File: src/rtl/pipe_hazard_ctrl.sv
// Stall/flush controller for the 5-stage pipeline: load-use, taken branch, dmem wait watchdog.
// Define HAZARD_PERF_CNT_EN to add saturating stall/flush/load-use performance counters.
module pipe_hazard_ctrl #(
  parameter int unsigned WAIT_MAX = 16,
  parameter int unsigned CNT_W    = 32
) (
  input  logic             clk,
  input  logic             rst_n,
  input  logic             Mem_Read_ID_EX,
  input  logic [4:0]       rd_ID_EX,
  input  logic [4:0]       rs1_IF_ID,
  input  logic [4:0]       rs2_IF_ID,
  input  logic             Mem_Read_EX_MEM,
  input  logic             Mem_Write_EX_MEM,
  input  logic             PcSrc_EX_MEM,
  input  logic             zero_EX_MEM,
  input  logic             dmem_ready,
  output logic             pc_en,
  output logic             if_id_en,
  output logic             if_id_flush,
  output logic             id_ex_en,
  output logic             id_ex_flush,
  output logic             ex_mem_en,
  output logic             ex_mem_flush,
  output logic             mem_wb_bubble,
  output logic             dmem_req,
  output logic             mem_timeout,
  output logic [1:0]       state
`ifdef HAZARD_PERF_CNT_EN
  ,
  output logic [CNT_W-1:0] stall_cnt,
  output logic [CNT_W-1:0] flush_cnt,
  output logic [CNT_W-1:0] lu_cnt
`endif
);

  typedef enum logic [1:0] {
    StRun     = 2'd0,
    StMemWait = 2'd1,
    StError   = 2'd2
  } state_e;

  localparam logic [7:0] WaitMax = 8'(WAIT_MAX);

  state_e     r_state;
  logic [7:0] r_wait_cnt;
  logic       r_timeout;

  logic w_mem_op;
  logic w_br_taken;
  logic w_lu_hz;
  logic w_mem_stall;

  assign w_mem_op    = Mem_Read_EX_MEM | Mem_Write_EX_MEM;
  assign w_br_taken  = PcSrc_EX_MEM & zero_EX_MEM;
  assign w_lu_hz     = Mem_Read_ID_EX & (rd_ID_EX != 5'd0) &
                       ((rd_ID_EX == rs1_IF_ID) | (rd_ID_EX == rs2_IF_ID));
  // dmem_ready is only meaningful when an access is actually pending.
  assign w_mem_stall = w_mem_op & ~dmem_ready;

  always_comb begin
    pc_en         = 1'b1;
    if_id_en      = 1'b1;
    if_id_flush   = 1'b0;
    id_ex_en      = 1'b1;
    id_ex_flush   = 1'b0;
    ex_mem_en     = 1'b1;
    ex_mem_flush  = 1'b0;
    mem_wb_bubble = 1'b0;
    dmem_req      = 1'b0;
    case (r_state)
      StRun, StMemWait: begin
        dmem_req = w_mem_op | (r_state == StMemWait);
        if (w_mem_stall) begin
          pc_en         = 1'b0;
          if_id_en      = 1'b0;
          id_ex_en      = 1'b0;
          ex_mem_en     = 1'b0;
          mem_wb_bubble = 1'b1;
        end else if (w_br_taken) begin
          if_id_flush  = 1'b1;
          id_ex_flush  = 1'b1;
          ex_mem_flush = 1'b1;
        end else if (w_lu_hz) begin
          pc_en       = 1'b0;
          if_id_en    = 1'b0;
          id_ex_flush = 1'b1;
        end
      end
      default: begin
        pc_en         = 1'b0;
        if_id_en      = 1'b0;
        id_ex_en      = 1'b0;
        ex_mem_en     = 1'b0;
        mem_wb_bubble = 1'b1;
      end
    endcase
    // Whole pipeline frozen with no request while reset is held.
    if (!rst_n) begin
      pc_en         = 1'b0;
      if_id_en      = 1'b0;
      if_id_flush   = 1'b0;
      id_ex_en      = 1'b0;
      id_ex_flush   = 1'b0;
      ex_mem_en     = 1'b0;
      ex_mem_flush  = 1'b0;
      mem_wb_bubble = 1'b0;
      dmem_req      = 1'b0;
    end
  end

  always_ff @(posedge clk or negedge rst_n) begin
    if (!rst_n) begin
      r_state    <= StRun;
      r_wait_cnt <= 8'd0;
      r_timeout  <= 1'b0;
    end else begin
      case (r_state)
        StRun: begin
          if (w_mem_stall) begin
            r_state    <= StMemWait;
            r_wait_cnt <= 8'd1;
          end
        end
        StMemWait: begin
          if (!w_mem_stall) begin
            r_state    <= StRun;
            r_wait_cnt <= 8'd0;
          end else if (r_wait_cnt >= WaitMax) begin
            r_state   <= StError;
            r_timeout <= 1'b1;
          end else if (r_wait_cnt != 8'hff) begin
            r_wait_cnt <= r_wait_cnt + 8'd1;
          end
        end
        StError: begin
          r_timeout <= 1'b1;
        end
        default: begin
          r_state <= StRun;
        end
      endcase
    end
  end

  assign mem_timeout = r_timeout;
  assign state       = r_state;

`ifdef HAZARD_PERF_CNT_EN
  logic [CNT_W-1:0] r_stall_cnt;
  logic [CNT_W-1:0] r_flush_cnt;
  logic [CNT_W-1:0] r_lu_cnt;
  logic             w_flush_fire;
  logic             w_lu_fire;

  // A load-use bubble is an ID_EX flush that is not part of a branch flush.
  assign w_flush_fire = ex_mem_flush;
  assign w_lu_fire    = id_ex_flush & ~ex_mem_flush;

  always_ff @(posedge clk or negedge rst_n) begin
    if (!rst_n) begin
      r_stall_cnt <= '0;
      r_flush_cnt <= '0;
      r_lu_cnt    <= '0;
    end else begin
      if ((r_state == StMemWait) && (r_stall_cnt != '1)) begin
        r_stall_cnt <= r_stall_cnt + 1'b1;
      end
      if (w_flush_fire && (r_flush_cnt != '1)) begin
        r_flush_cnt <= r_flush_cnt + 1'b1;
      end
      if (w_lu_fire && (r_lu_cnt != '1)) begin
        r_lu_cnt <= r_lu_cnt + 1'b1;
      end
    end
  end

  assign stall_cnt = r_stall_cnt;
  assign flush_cnt = r_flush_cnt;
  assign lu_cnt    = r_lu_cnt;
`endif

endmodule
File: config.mk
export PLATFORM = sky130hd
export DESIGN_NAME = pipe_hazard_ctrl
export DESIGN_NICKNAME = d
export VERILOG_FILES = /design/src/rtl/pipe_hazard_ctrl.sv
export SDC_FILE = /design/constraint.sdc
export NUM_CORES = 1
export LEC_CHECK = 0
export ABC_AREA = 1
export CELL_PAD_IN_SITES_DETAIL_PLACEMENT = 1
export CELL_PAD_IN_SITES_GLOBAL_PLACEMENT = 1
export CORE_MARGIN = 1
export CORE_UTILIZATION = 28
export DETAILED_ROUTE_END_ITERATION = 12
export PLACE_DENSITY = 0.82
export REMOVE_ABC_BUFFERS = 1
export SYNTH_ARGS = -nofsm -noshare
export SYNTH_HDL_FRONTEND = slang
export SYNTH_SLANG_ARGS = --single-unit
File: constraint.sdc
create_clock -name clk -period 1.6 [get_ports clk]
set_clock_uncertainty 0.1 [all_clocks]
set_input_delay 0.4 -clock clk [delete_from_list [all_inputs] [get_ports clk]]
set_output_delay 0.4 -clock clk [all_outputs]
set_load 0.005 [all_outputs]
* After elaboration in Yosys (flattened, before gate mapping)
Cells that the tools add are included.
** Cells by class
- Add/sub/neg operators :: 1
- Order comparisons :: 1
- Equal/unequal tests :: 11
- Multiplexer cells :: 34
- Bitwise operators :: 9
- Reduce and logical (&&, ||, !) cells :: 8
** Operators by type and width (number)
- $mux W8 :: 4
- $mux W1 :: 24
- $pmux W8 S2 :: 1
- $eq A5 B5 Y1 :: 2
- $add A8 B1 Y8 const B :: 1
- $ge A8 B5 Y1 const B :: 1
- $ne A8 B8 Y1 const B :: 1
- $mux W2 :: 3
- $ne A3 B2 Y1 const B :: 2
- $pmux W2 S3 :: 1
- $reduce_and A3 Y1 :: 2
- $reduce_bool A5 Y1 :: 1
- $and A1 B1 Y1 :: 4
- $ne A2 B2 Y1 const B :: 2
- $reduce_and A4 Y1 :: 1
- $reduce_bool A2 Y1 :: 2
- $ne A3 B3 Y1 const B :: 1
- $or A1 B1 Y1 :: 3
- $eq A2 B1 Y1 const B :: 1
- $eq A2 B2 Y1 const B :: 1
- $logic_not A2 Y1 :: 1
- $ne A2 B1 Y1 const B :: 1
- $not A1 Y1 :: 2
- $pmux W1 S2 :: 1
- $reduce_or A2 Y1 :: 1
** Word-level totals
- Bits in registers :: 11
- Output and inout port bits :: 12
- Word-level logic and storage cells :: 67

* Depth between registers and ports, before layout
Gate-level depths: netlist of run 1.
- Depth after elaboration :: 8
- Gate-level depth with buffers :: 10

* Worst setup path after synthesis of run 1
No wires, ideal clock.
- Kind :: input-to-output
- Start point :: input port Mem_Write_EX_MEM
- End point :: output port pc_en
- Arrival :: 1.210 ns
- Data required time :: 1.100 ns
- Slack :: -0.110 ns
- Stages :: 6
- Buffers on the path :: 1
- Cell sequence :: nor2_1 > nor2_2 > nor3_2 > nand3_2 > nand2_1 > buf_4
** Between the ends
- Cells in the longest elaborated chain, start to end :: 5
** Ends and longest elaborated chain
- from (decl) :: line 14 : input logic Mem_Write_EX_MEM,
- $or A1 B1 Y1 :: line 54 : assign w_mem_op = Mem_Read_EX_MEM | Mem_Write_EX_MEM;
- $and A1 B1 Y1 :: line 59 : assign w_mem_stall = w_mem_op & ~dmem_ready;
- $mux W1 (3 in series)
- to (decl) :: line 18 : output logic pc_en,
Every way passes these cells.

* Final worst setup path of run 1
- Start point :: register r_state[1], in the netlist state[1]
- End point :: output port if_id_en
** Between the ends
- Cells in the longest elaborated chain, start to end :: 4
** Ends and longest elaborated chain
- from (decl) :: line 45 : state_e r_state;
- from (signal assigned) :: line 114 : r_state <= StRun;
- from (signal assigned) :: line 121 : r_state <= StMemWait;
- from (signal assigned) :: line 127 : r_state <= StRun;
- $eq A2 B1 Y1 / $logic_not A2 Y1 (equally long branches) :: line 71 : case (r_state)
- $reduce_or A2 Y1 (*) :: line 71
- $mux W1 (*) :: line 71
- $mux W1 (*) :: line 99 : if (!rst_n) begin
- to (decl) :: line 19 : output logic if_id_en,
Every way passes the cells marked *; elsewhere a longest branch is shown, timed or not.

==> run_results.csv, run 1 <==
group,metric,value,unit
status,status,"complete, but fails checks",
status,violations,"setup timing",
die,die_x,55.3,um
power,cellInternalPower,498,uW
clock_tree,clock-sinks,11,
synth,yosysWarnings,0,
clock_tree,cts_tree,"yes",
route,num_vias,936,
timing,period_share,123,%
power,power_density,548,nW/um^2
worst_hold_path,hold_class,"input port to asynchronous set/reset pin",
worst_setup_path,cp-start-kind,"flip-flop",
placement,place.gp.congestion,0.773,
route,via_per_inst,4.68,
worst_setup_path,arrival,1470,ps
worst_setup_path,crit_slowest_cell,"dfrtp_1",
worst_setup_path,cp_max_fo,2,
timing,worst_pin_slew,279,ps
die,core-area,2570,sq um
timing,hold_violations,0,
synth,ys_types,24,
synth,avgSynthCellArea,6.91,sq um
clock_tree,cts_buffers,3,
timing,rsz0062_at_grt,"yes",
die,die_h,55.3,um
global_routing,grt_pass1_vias,994,
worst_setup_path,crit_type,"flip-flop to output port",
placement,dp_hpwl,2000,um
power,max-vdd-ir-drop,0.000509,V
timing,layout_min_cycle_time,1970,ps
timing,slew_headroom,81.3,%
timing,fin_ws,-367,ps
timing,tns,-2430,ps
final_layout,final_cell_mix,"nand2_1, inv_1, buf_4",
clock_tree,clkTransAtPathRegs,80,ps
final_layout,nets,196,
placement,portBuffers,34,
die,dieArea,3050,sq um
final_layout,num_antenna_cells,0,
clock_tree,clockBufferDepth,2,
worst_setup_path,cp_common_cell,"buf_6",
die,initial_core_util,30.9,%
worst_setup_path,crit_path_end_kind,"output port",
timing,maxSlewViolCount,0,
worst_setup_path,slowest_delay,390,ps
final_layout,layout_commonest_cell,"nand2_1",
synth,yosysSeqAreaShare,34.6,%
clock_tree,htreeDepth,1,
placement,dp.cells,187,
route,drtIter0Drc,13,
power,swShare,30.9,%
power,leakagePower,0.725,nW
power,p_comb_share,31.7,%
final_layout,drive_above_1_share,42.9,%
route,wirelength,2560,um
timing,setup_viol,9,
synth,ys_ff_latch,11,
timing,fmax,508,MHz
worst_setup_path,crit_required,1100,ps
final_layout,area_growth,65.7,%
global_routing,grt_max_degree,12,
power,p_switching,223,uW
synth,synthesis.area,795,sq um
die,pin_count,35,
final_layout,final_area,1320,sq um
route,dr.pass1.iters,4,
synth,synth_flop_cell,"dfrtp_1",
die,floorplan.rows,18,
clock_tree,clkLatencyLatePin,280,ps
synth,syn-instance-count,115,
synth,synth-edff-count,0,
worst_setup_path,crit_chain,"buf_6 > nor3_4 > buf_6 > nand3_4 > buf_6 > nand2_2 > buf_2",
synth,synthArstFlopShare,100,%
global_routing,grt_use_total,18.5,%
global_routing,antenna_found_initial,0,
global_routing,grt_pass1_wl,4470,um
route,ant_nets,0,
power,power.share.clock,27.4,%
job,cap_violations,0,
power,p_seq_share,40.9,%
worst_setup_path,reg2reg_slack,110,ps
placement,place_area,1230,sq um
final_layout,final-instance-count-excl-fill,200,
route,avgRoutedWirePerCell,12.8,um
route,drc,0,
clock_tree,clk_root_buffer_cell,"clkbuf_4",
global_routing,grt-ovfl-total,0,
worst_setup_path,r2r_cells,8,
worst max-delay path: cells and delay by family, from the launching register on:
| kind | cells | cell delay, ps |
|---|---|---|
| AND/OR/NAND/NOR | 3 | 300 |
| buffers and inverters | 4 | 490 |
| flip-flops | 1 | 390 |
power by group through the flow:
| stage | clock [mW] | sequential [mW] | combinational, mW |
|---|---|---|---|
| after floorplan | 0 | 0.300 | 0.0809 |
| after global routing | 0.213 | 0.297 | 0.255 |
| after detailed placement | 0 | 0.301 | 0.216 |
| after global placement | 0 | 0.300 | 0.206 |
| final | 0.198 | 0.295 | 0.229 |
| after CTS | 0.205 | 0.295 | 0.224 |
registers in the layout (all words and copies together), names as in the netlist:
register     flops
r_wait_cnt       8
state            2
mem_timeout      1
routing by layer:
layer / vias to the layer above / track usage (%) / part of all wire [%] / wire (um)
met5: - / 0 / 0 / 0
met4: 0 / 8.57 / 1.9 / 49
met3: 5 / 2.11 / 4.1 / 104
met2: 26 / 32.5 / 52 / 1330
met1: 442 / 22.3 / 42 / 1080
li1: 463 / - / - / -
logic make-up (layout without fill, tap and decap cells):
kind of cell	after synthesis	after routing	share of synthesized area (%)
adder cells (fa/ha/maj)	2	2	3.15
AND/OR/NAND/NOR	57	57	31.8
flip-flops	11	11	34.6
buffers and inverters	27	82	14.5
AO/OA/AOI/OAI	13	13	10.4
XOR/XNOR	5	5	5.51
cell type report:
type                            instances  area (sq um)
Fill cell                             341          1250
Multi-Input combinational cell         77           472
Timing Repair Buffer                   54           413
Sequential cell                        11           275
Inverter                               24          92.6
Tap cell                               30          37.5
Clock buffer                            4          26.3
through the flow:
step	setup slack (ps)	power, mW	hold slack, ps	utilization, %
after global routing	-429	0.765	156	51.3
after CTS	-362	0.723	134	51.6
after global placement	-911	0.506	350	48.0
final	-367	0.722	132	51.3
after detailed placement	-999	0.517	360	48.0
after floorplan	-44.8	0.380	4.41	-
cells in the mapped netlist (all sizes together), types with 2 or more instances:
library cell  number  area (sq um)
a211oi             2          15.0
a22o               2          17.5
buf                3          22.5
dfrtp             11           275
ha                 2          25.0
inv               24          92.6
nand2             33           129
nand3              8          50.1
nor2              13          51.3
o21ai              6          30.0
xnor2              3          26.3
xor2               2          17.5
timing repair:
item,in CTS,in global routing
resized for setup,101,24
setup endpoints to repair,12,9
buffers inserted,8,2
pin swaps,18,14
hold buffers,0,0
final timing paths:
| kind | startpoint | endpoint |
|---|---|---|
| min reg2reg | mem_timeout | mem_timeout |
| max | state[1] | if_id_en |
| min | rst_n | mem_timeout |
| max reg2reg | state[1] | r_wait_cnt[2] |
| max in group asynchronous | rst_n | r_wait_cnt[0] |
| min in group clk | mem_timeout | mem_timeout |
No activity file was read; power rests on OpenSTA's default activity.
==> run 2: changes to the inputs <==
--- a/config.mk
+++ b/config.mk
@@ -8,7 +8,7 @@
 export ABC_AREA = 1
 export CELL_PAD_IN_SITES_DETAIL_PLACEMENT = 1
 export CELL_PAD_IN_SITES_GLOBAL_PLACEMENT = 1
-export CORE_MARGIN = 1
+export CORE_MARGIN = 3
 export CORE_UTILIZATION = 28
 export DETAILED_ROUTE_END_ITERATION = 12
 export PLACE_DENSITY = 0.82
==> run 2 against run 1 <==
  * The run still ends with setup timing left
  * Routed wire length is 16% higher
  * Sequential power hardly changed
  * Setup slack gained 100 ps
  * Non-clock buffer count is 1 higher
  * Critical path depth increased by 4
  * Critical path type is now input port to output port
==> run_results.csv, run 2 (same netlist as run 1, synthesis figures left out) <==
group,metric,value,unit
timing,rsz0062_at_grt,"yes",
route,dr.pass1.iters,4,
worst_setup_path,reg2reg_slack,120,ps
worst_setup_path,critPathTopFamily,"simple AND/OR/NAND/NOR gates",
final_layout,num-fill-cells,323,
timing,layout_min_cycle_time,1870,ps
final_layout,area_growth,71.2,%
worst_setup_path,crit_path_end_kind,"output port",
route,ant_nets,0,
status,violations,"setup timing",
worst_setup_path,path_buf_inv,4,
clock_tree,clockBufferDepth,2,
global_routing,grt-ovfl-total,0,
route,via_per_inst,4.57,
global_routing,grt_max_degree,12,
final_layout,nets,197,
worst_setup_path,crit_type,"input port to output port",
final_layout,largest_register,"r_wait_cnt",
worst_setup_path,r2r_cells,10,
final_layout,largest_reg_flops,8,
timing,period_share,117,%
timing,hold_slack,379,ps
worst_hold_path,hold_depth,1,
worst_setup_path,crit_chain,"buf_2 > inv_2 > nand2_1 > nand2_1 > nor2_1 > nand3_1 > nand2_2 > buf_6 > nand3_4 > nand2_4 > buf_6",
status,status,"complete, but fails checks",
clock_tree,clock-sinks,11,
placement,dpl_worst_slack,-953,ps
route,wirelength,2980,um
clock_tree,clk_root_buffer_cell,"clkbuf_4",
global_routing,grt_pass1_wl,4330,um
die,pin_count,35,
placement,place_area,1230,sq um
power,power,743,uW
route,drc,0,
power,power_density,546,nW/um^2
clock_tree,htreeDepth,1,
final_layout,num_antenna_cells,0,
route,drtIter0Drc,22,
job,cap_violations,0,
clock_tree,cts_buffers,3,
clock_tree,clkTransAtPathRegs,70,ps
worst_setup_path,cp_max_fo,3,
clock_tree,cts_tree,"yes",
timing,hold_violations,0,
timing,setup_viol,10,
worst_hold_path,hp-start,"mem_timeout",
worst_setup_path,slowest_delay,140,ps
final_layout,drive_above_1_share,43.9,%
die,die_h,59.3,um
global_routing,grt_use_total,16.3,%
die,dieArea,3510,sq um
worst_hold_path,holdPathEnd,"mem_timeout",
final_layout,final_util,52.5,%
global_routing,antenna_found_initial,0,
worst_setup_path,r2r-end,"r_wait_cnt[0]",
final_layout,seq_area,275,sq um
worst_setup_path,crit_required,1100,ps
route,avgRoutedWirePerCell,14.8,um
die,die_x,59.3,um
timing,worst_pin_slew,293,ps
placement,dp_hpwl,2040,um
timing,fin_ws,-267,ps
worst_setup_path,reg2reg_from,"state[1]",
final_layout,final_area,1360,sq um
timing,tns,-2100,ps
die,floorplan.rows,18,
final_layout,layout_commonest_cell,"nand2_1",
timing,maxSlewViolCount,0,
placement,dp.cells,187,
final_layout,final_cell_mix,"nand2_1, inv_1, buf_4",
final_layout,multiInputGateArea,490,sq um
clock_tree,clkLatencyLatePin,270,ps
worst_hold_path,hold_class,"flip-flop to flip-flop",
timing,fmax,536,MHz
placement,portBuffers,34,
timing,slew_headroom,80.4,%
final_layout,final-instance-count-excl-fill,201,
placement,place.gp.congestion,0.757,
route,num_vias,919,
worst_setup_path,crit_slowest_cell,"nor2_1",
die,core-area,2590,sq um
global_routing,grt_pass1_vias,955,
power,leakagePower,0.740,nW
die,initial_core_util,30.7,%
worst_setup_path,cp-start-kind,"input port",
worst_setup_path,arrival,1370,ps
power,max-vdd-ir-drop,0.000410,V
-- run 2: cell count changes in the layout (fill, tap and decap cells not counted), sizes merged --
cell	change
clkdlybuf4s15	+1
clkdlybuf4s50	-1
dlygate4sd3	+1
dlygate4sd2	-2
buf	+6
clkbuf	-4
-- run 2: final cells by class --
cell class,count,area share [%]
inverter,24,6.99
multi-input combinational,77,36.1
tap,30,2.76
timing repair buffer,55,32.0
sequential,11,20.2
clock buffer,4,1.93
-- run 2: timing repair --
action                     in CTS  in global routing
gates resized for setup       119                 27
hold buffers                    0                  1
setup endpoints to repair      15                 19
pin swaps                      20                 13
hold endpoints to repair        0                 11
setup buffers                   7                  4
-- run 2: how the worst max path moves through the flow --
stage                startpoint           to  slack, ps  cells after the start
4_1_cts                state[1]  id_ex_flush       -240                      6
3_5_place_dp        rd_ID_EX[0]  id_ex_flush       -950                     10
5_1_grt             rd_ID_EX[1]  id_ex_flush       -390                     11
2_1_floorplan  Mem_Write_EX_MEM     if_id_en        -40                      5
6_report            rd_ID_EX[1]  id_ex_flush       -270                     11
3_3_place_gp        rd_ID_EX[3]  id_ex_flush       -900                     10
-- run 2: power breakdown --
group	switching (mW)	total (mW)	internal, mW
registers	0.00905	0.296	0.287
logic	0.127	0.254	0.128
clock network	0.0955	0.192	0.0968
-- run 2: worst register-to-register path, stage by stage, from the launching register on --
cell,delay (ps)
dfrtp_1,390
buf_4,160
inv_2,60
nand2_2,60
buf_4,140
inv_2,90
nand3_4,90
nand2_4,120
inv_6,50
nand2_2,50
o21ai_2,60
-- run 2: layer usage --
layer,vias up,GRT usage (%),routed length (um)
met1,433,17.6,1180
met3,2,3.70,117
met5,-,0,0
li1,463,-,-
met2,21,31.4,1660
met4,0,3.88,17
==> run 3: changes to the inputs <==
--- a/config.mk
+++ b/config.mk
@@ -10,6 +10,7 @@
 export CELL_PAD_IN_SITES_GLOBAL_PLACEMENT = 1
 export CORE_MARGIN = 3
 export CORE_UTILIZATION = 28
+export CTS_CLUSTER_SIZE = 30
 export DETAILED_ROUTE_END_ITERATION = 12
 export PLACE_DENSITY = 0.82
 export REMOVE_ABC_BUFFERS = 1
==> results of run 3 <==
Same layout as run 2: the final DEF is identical, and so are final timing and power.
